===== src/rtl/div_sequencer.sv =====
// Multi-cycle radix-2 restoring divider with IDLE/BUSY/DONE sequencer for DIV/DIVU in E.
// Optional DIV_EARLY_OUT_EN: skip BUSY when the divisor is zero or |a| < |b|.
module div_sequencer #(
    parameter int WIDTH = 32
) (
    input  logic             clk,
    input  logic             rst,
    input  logic             E_div_start,
    input  logic             E_div_signed,
    input  logic [WIDTH-1:0] E_div_a,
    input  logic [WIDTH-1:0] E_div_b,
    input  logic             pipe_adv,
    input  logic             M_except,
    output logic             E_div_stall,
    output logic [WIDTH-1:0] div_lo,
    output logic [WIDTH-1:0] div_hi,
    output logic             div_valid
);
    localparam int CW = (WIDTH > 1) ? $clog2(WIDTH) : 1;

    typedef enum logic [1:0] {IDLE, BUSY, DONE} state_t;
    state_t state, state_nxt;

    logic [CW-1:0]    cnt;
    logic [WIDTH-1:0] quo, dvs, rem, a_raw;
    logic             neg_q, neg_r, b_zero;

    logic [WIDTH-1:0] a_mag, b_mag;
    logic             start_ok, last_step, early_out;
    logic [WIDTH:0]   rem_sh, trial;
    logic             take;
    logic [WIDTH-1:0] rem_step, quo_step, lo_fin, hi_fin;

    always_comb begin
        a_mag     = (E_div_signed && E_div_a[WIDTH-1]) ? -E_div_a : E_div_a;
        b_mag     = (E_div_signed && E_div_b[WIDTH-1]) ? -E_div_b : E_div_b;
        start_ok  = (state == IDLE) && E_div_start && !M_except;
        last_step = (state == BUSY) && (cnt == CW'(WIDTH - 1));
`ifdef DIV_EARLY_OUT_EN
        early_out = (E_div_b == '0) || (a_mag < b_mag);
`else
        early_out = 1'b0;
`endif
    end

    // One restoring step: the dividend shifts out of quo as quotient bits shift in.
    always_comb begin
        rem_sh   = {rem, quo[WIDTH-1]};
        trial    = rem_sh - {1'b0, dvs};
        take     = !trial[WIDTH];
        rem_step = take ? trial[WIDTH-1:0] : rem_sh[WIDTH-1:0];
        quo_step = {quo[WIDTH-2:0], take};
        lo_fin   = neg_q ? -quo_step : quo_step;
        hi_fin   = neg_r ? -rem_step : rem_step;
        if (b_zero) begin
            lo_fin = '1;
            hi_fin = a_raw;
        end
    end

    always_ff @(posedge clk) begin
        if (rst) state <= IDLE;
        else     state <= state_nxt;
    end

    always_comb begin
        state_nxt = state;
        unique case (state)
            IDLE: if (start_ok) state_nxt = early_out ? DONE : BUSY;
            BUSY: if (last_step) state_nxt = DONE;
            DONE: if (pipe_adv) state_nxt = IDLE;
            default: state_nxt = IDLE;
        endcase
        if (M_except) state_nxt = IDLE;
    end

    always_comb begin
        E_div_stall = 1'b0;
        if (!rst && !M_except)
            E_div_stall = ((state == IDLE) && E_div_start) || (state == BUSY);
        div_valid = (state == DONE);
    end

    always_ff @(posedge clk) begin
        if (rst) begin
            cnt    <= '0;
            quo    <= '0;
            dvs    <= '0;
            rem    <= '0;
            a_raw  <= '0;
            neg_q  <= 1'b0;
            neg_r  <= 1'b0;
            b_zero <= 1'b0;
            div_lo <= '0;
            div_hi <= '0;
        end else if (start_ok) begin
            cnt    <= '0;
            quo    <= a_mag;
            dvs    <= b_mag;
            rem    <= '0;
            a_raw  <= E_div_a;
            neg_q  <= E_div_signed && (E_div_a[WIDTH-1] ^ E_div_b[WIDTH-1]);
            neg_r  <= E_div_signed && E_div_a[WIDTH-1];
            b_zero <= (E_div_b == '0);
            if (early_out) begin
                div_lo <= (E_div_b == '0) ? '1 : '0;
                div_hi <= E_div_a;
            end
        end else if ((state == BUSY) && !M_except) begin
            quo <= quo_step;
            rem <= rem_step;
            cnt <= cnt + CW'(1);
            if (last_step) begin
                div_lo <= lo_fin;
                div_hi <= hi_fin;
            end
        end
    end
endmodule


===== config.mk =====
export PLATFORM = sky130hd
export DESIGN_NAME = div_sequencer
export DESIGN_NICKNAME = d
export VERILOG_FILES = /design/src/rtl/div_sequencer.sv
export SDC_FILE = /design/constraint.sdc
export NUM_CORES = 1
export LEC_CHECK = 0
export BUFFER_PORTS_ARGS = -buffer_cell sky130_fd_sc_hd__buf_2
export CAP_MARGIN = 20
export CORE_MARGIN = 8
export CORE_UTILIZATION = 60
export DETAILED_ROUTE_END_ITERATION = 12
export GPL_TIMING_DRIVEN = 0
export PLACE_DENSITY = 0.81
export SLEW_MARGIN = 20
export SYNTH_ARGS = -nofsm -noshare
export SYNTH_HDL_FRONTEND = slang
export SYNTH_SLANG_ARGS = --single-unit

===== constraint.sdc =====
create_clock -name clk -period 6.5 [get_ports clk]
set_input_delay 1.3 -clock clk [delete_from_list [all_inputs] [get_ports clk]]
set_output_delay 1.3 -clock clk [all_outputs]
set_load 0.03 [all_outputs]

==> run summary <==
Once the floorplan was initialized, standard cells occupied 60.6% of the core. At the pin with the least slew margin, the transition time is 1.19 ns. The worst setup path is launched from a flop.

The number of failing hold endpoints at the final stage was 0. For this run the aggregate overflow at the end of global routing stands at 0. The floorplan has 54 rows. Aggregate negative setup slack: 0 ns. Number of flops mapped to enable cells by yosys: 0. For the worst setup path, the data arrival time is 6.45 ns. Clock-pin slew was measured on the worst setup and hold paths at 0.06 ns. The type of the worst setup path was reg -> reg. The wire length of the first global-routing pass was 71.1 mm. Entering global routing, the biggest net connects 13 pins.

STA classifies the critical path endpoint as a flop. The run gives 0.458 ns as the worst-case hold slack. For this run, asynchronously set or reset flops after synthesis account for 0%.

Fill cells in the final layout number 1922. The synthesized netlist cell count is 1732. The largest fanout on the critical path is 10.

CTS saw 202 sinks. Traced cell by cell, the critical path runs through inv_1 > ha_1 > fa_1 > nand2b_1 > a21oi_4 > o21ai_1 > a21oi_2 > a41oi_2 > xnor2_1 > buf_6 > buf_2 > buf_4 > mux2_2 > ha_1 > nand3_1 > or3_1 > nor4b_1 > o2bb2ai_1 > o41ai_1 > xnor2_1 > nand2_1 > a31oi_1. Setup-violating endpoint count in the final report: 0. Summed over all cells, the static leakage comes to 5.78 nW. The count of yosys warnings during synthesis came out at 0. The post-synthesis net count was 1841. The first element of the critical path is quo[31].

In the final layout, the multi-input gates occupy 8330 um^2. The count of buffers added on input and output ports is 135. TritonCTS built the clock tree.

The ratio of cells with drive above 1 in the final layout was 12.7%. The average instance in the mapped netlist occupies 7.58 um^2. After detailed routing, the number of remaining DRC violations is 0.

The flow ran to the end, and the final reports show no timing, DRC or antenna violations. The upper clock frequency limit was 0.167 GHz. The prevailing post-synth register cell is sky130_fd_sc_hd__dfxtp_1. Number of buffers created by CTS: 24.

Routability-driven placement finished with a final weighted congestion of 0.974. After synthesis the cells add up to 13100 um^2. Setup repair after global routing left no endpoint under its margin.

For this design the ratio of total power to cell area is 243 nW/um^2. The via count of the first global-routing pass was 13100; the synthesis-to-finish area growth was 13.7%. The ratio of final minimum period to clock period came out at 92.2%. Of the post-synthesis cell area, the dominant cell type holds 30.8%. Family with the most delay on the worst path: compound AO/OA/AOI/OAI gates. After routing the design area is 14900 um^2. The run gives 0 as the remaining antenna violation count after routing. After floorplanning, the core was sized to cover 21700 um^2. Across the whole layout, storage elements account for 4040 um^2. The clock reaches the later pin of the worst-skew pair after 0.54 ns. For the number of setup buffers added after CTS, the log shows 0. Classification of the worst-slack hold path: reg -> reg.

Slowest library cell on the worst path: sky130_fd_sc_hd__nor4b_1. The run gives 1772 as the number of DRC markers after the initial detailed-route iteration. Counting both buffers and inverters, the worst setup path holds a total of 4. Summed over all nets, the half-perimeter wirelength after detailed placement is 36.5 mm. In this run, post-CTS hold repair placed 0 buffers. The tools report the number of violations of the max-capacitance limit as 0. By instance count, the leading cell after synthesis is sky130_fd_sc_hd__nand2_1.

For the maximum root-to-sink buffer count, the log shows 3. The run gives 0 as the final-report max-slew violation count. In this run the horizontal extent of the chip is 164 um. The critical path data required time is 6.96 ns. The level count of the clock H-tree is 1, and the flip-flop and latch count after synthesis is 202. The smallest clock period supported by the final layout is computed as 5.99 ns.

The maximum ir drop on the vdd rail was 0.000180 V; the number of cells upsized or downsized after cts was 0. The initial antenna violation count is 1, and the total vias in the final route is 14100. The combined global-route utilization of all metal layers is 33.5%.

The tools report the start of the worst register-to-register path as quo[31]. The repair_antennas step left the layout with diodes totalling 0. In this run the tightest slew margin relative to its limit is 19.8%. The register area share after synthesis came out at 30.8%. The post-synthesis cell type count was 93. Sorting the synthesized cells by area gives the leading types as sky130_fd_sc_hd__dfxtp_1 31%, sky130_fd_sc_hd__nand2_1 7.0%, sky130_fd_sc_hd__a21oi_1 5.7%.

The iteration count of the initial detailed-routing pass came out at 6. By count the netlist is led by 245 x sky130_fd_sc_hd__nand2_1, 202 x sky130_fd_sc_hd__dfxtp_1, 184 x sky130_fd_sc_hd__nor2_1. Pin placement for this block handled 136 I/O pins.

After detailed routing, the total wire length is 46.5 mm. sky130_fd_sc_hd__dfxtp_1 takes more of the synthesized area than any other cell. For this run, the post-layout net count is 2002.

The run gives 0.0297 ns as the largest clock skew in the final design. In the final routed layout, each cell accounts on average for 21.3 um. Using the TritonRoute via totals, the vias-per-cell ratio works out to 6.46. In this run the clock root is driven by a sky130_fd_sc_hd__clkbuf_16. Summing all placed instances gives a cell area of 14200 um^2. The floorplan die area was 26900 um^2. The start point of the worst min-delay path is a_raw[6].

The stage delay of the slowest cell on the critical path was 0.58 ns; the overall die height was 164 um.
[cells in the final DEF (no fill, tap or decap), types with 10 or more instances in the layout]
master / synthesis / routed
sky130_fd_sc_hd__nor3_1: 39 / 39
sky130_fd_sc_hd__a21oi_1: 150 / 150
sky130_fd_sc_hd__nor4_1: 17 / 17
sky130_fd_sc_hd__xnor2_1: 63 / 63
sky130_fd_sc_hd__nand3b_1: 15 / 15
sky130_fd_sc_hd__ha_1: 38 / 38
sky130_fd_sc_hd__or4_1: 12 / 12
sky130_fd_sc_hd__nand2b_1: 12 / 12
sky130_fd_sc_hd__mux2i_1: 26 / 26
sky130_fd_sc_hd__inv_1: 59 / 59
sky130_fd_sc_hd__or3_1: 17 / 17
sky130_fd_sc_hd__nand3_1: 19 / 19
sky130_fd_sc_hd__a311oi_1: 36 / 36
sky130_fd_sc_hd__o211ai_1: 17 / 17
sky130_fd_sc_hd__clkbuf_8: 5 / 13
sky130_fd_sc_hd__clkbuf_1: 78 / 79
sky130_fd_sc_hd__xor2_1: 62 / 62
sky130_fd_sc_hd__clkbuf_16: 0 / 24
sky130_fd_sc_hd__a211oi_1: 61 / 61
sky130_fd_sc_hd__and2_1: 12 / 12
sky130_fd_sc_hd__and3_1: 11 / 11
sky130_fd_sc_hd__dfxtp_1: 202 / 202
sky130_fd_sc_hd__a31oi_1: 14 / 14
sky130_fd_sc_hd__a21o_1: 11 / 11
sky130_fd_sc_hd__nand2_1: 245 / 245
sky130_fd_sc_hd__o21ai_0: 130 / 130
sky130_fd_sc_hd__nor2_1: 184 / 184
sky130_fd_sc_hd__nand4_1: 10 / 10
sky130_fd_sc_hd__o31ai_1: 21 / 21
sky130_fd_sc_hd__buf_2: 8 / 143
sky130_fd_sc_hd__o211a_1: 10 / 10
[worst reg2reg max path: cells and delay by family (launching register included)]
family          cells  cell delay, ns
fa+ha+maj           3            0.81
buf+inv             4            0.82
simple gates        5            1.41
compound gates      7            1.83
flops               1            0.38
mux                 1            0.20
xor+xnor            2            0.48
[final timing paths]
path | endpoint | cells past startpoint | slack [ns]
min reg2reg | a_raw[6] | 2 | 0.46
min | a_raw[6] | 2 | 0.46
max reg2reg | div_hi[28] | 22 | 0.51
max | div_hi[28] | 22 | 0.51
[report_power, final]
part	switching (mW)	total (mW)	leakage, nW	internal [mW]
registers	0.0516	1.33	1.64	1.28
logic	0.628	0.985	3.75	0.357
clock network	0.542	1.31	0.382	0.766
[kinds of logic (layout without fill, tap and decap cells)]
logic type / count (synthesis) / after routing / synth area share, %
AND/OR/NAND/NOR: 635 / 635 / 22.5
AO/OA/AOI/OAI: 531 / 531 / 26.4
flip-flops: 202 / 202 / 30.8
buffers and inverters: 169 / 345 / 5.76
XOR/XNOR: 125 / 125 / 8.33
adder cells (fa/ha/maj): 39 / 39 / 3.77
multiplexers: 31 / 31 / 2.43
[through the flow]
stage	power (mW)	utilization [%]	instances	worst slack, ns
floorplan	2.03	-	1732	1.76
global route	3.75	68.9	2188	0.196
detailed placement	2.31	65.3	2148	0.345
CTS	3.59	68.9	2189	0.315
finish	3.63	68.9	2188	0.508
global placement	2.29	65.3	2147	0.482
[flip-flops by register name, indices dropped and copies added (netlist names), 2 cells and up]
name / flops
div_lo: 32
cnt: 5
rem: 32
quo: 32
dvs: 32
div_hi: 32
state: 2
a_raw: 32
[metal layers]
layer	vias to the layer above	wire (um)	global-route usage (%)
met1	6656	19800	46.7
met4	2	1200	9.63
met3	89	5830	8.82
li1	6550	-	-
met2	837	19600	49.8
met5	-	13	0
[cell type report]
| class | count | share of cell area [%] |
|---|---|---|
| Clock buffer | 34 | 4.81 |
| Buffer | 108 | 3.54 |
| Tap cell | 280 | 2.35 |
| Multi-Input combinational cell | 1361 | 55.8 |
| Inverter | 60 | 1.51 |
| Clock inverter | 7 | 0.352 |
| Sequential cell | 202 | 27.1 |
| Timing Repair Buffer | 136 | 4.57 |
Note: power is estimated with default switching activity, not from simulation.
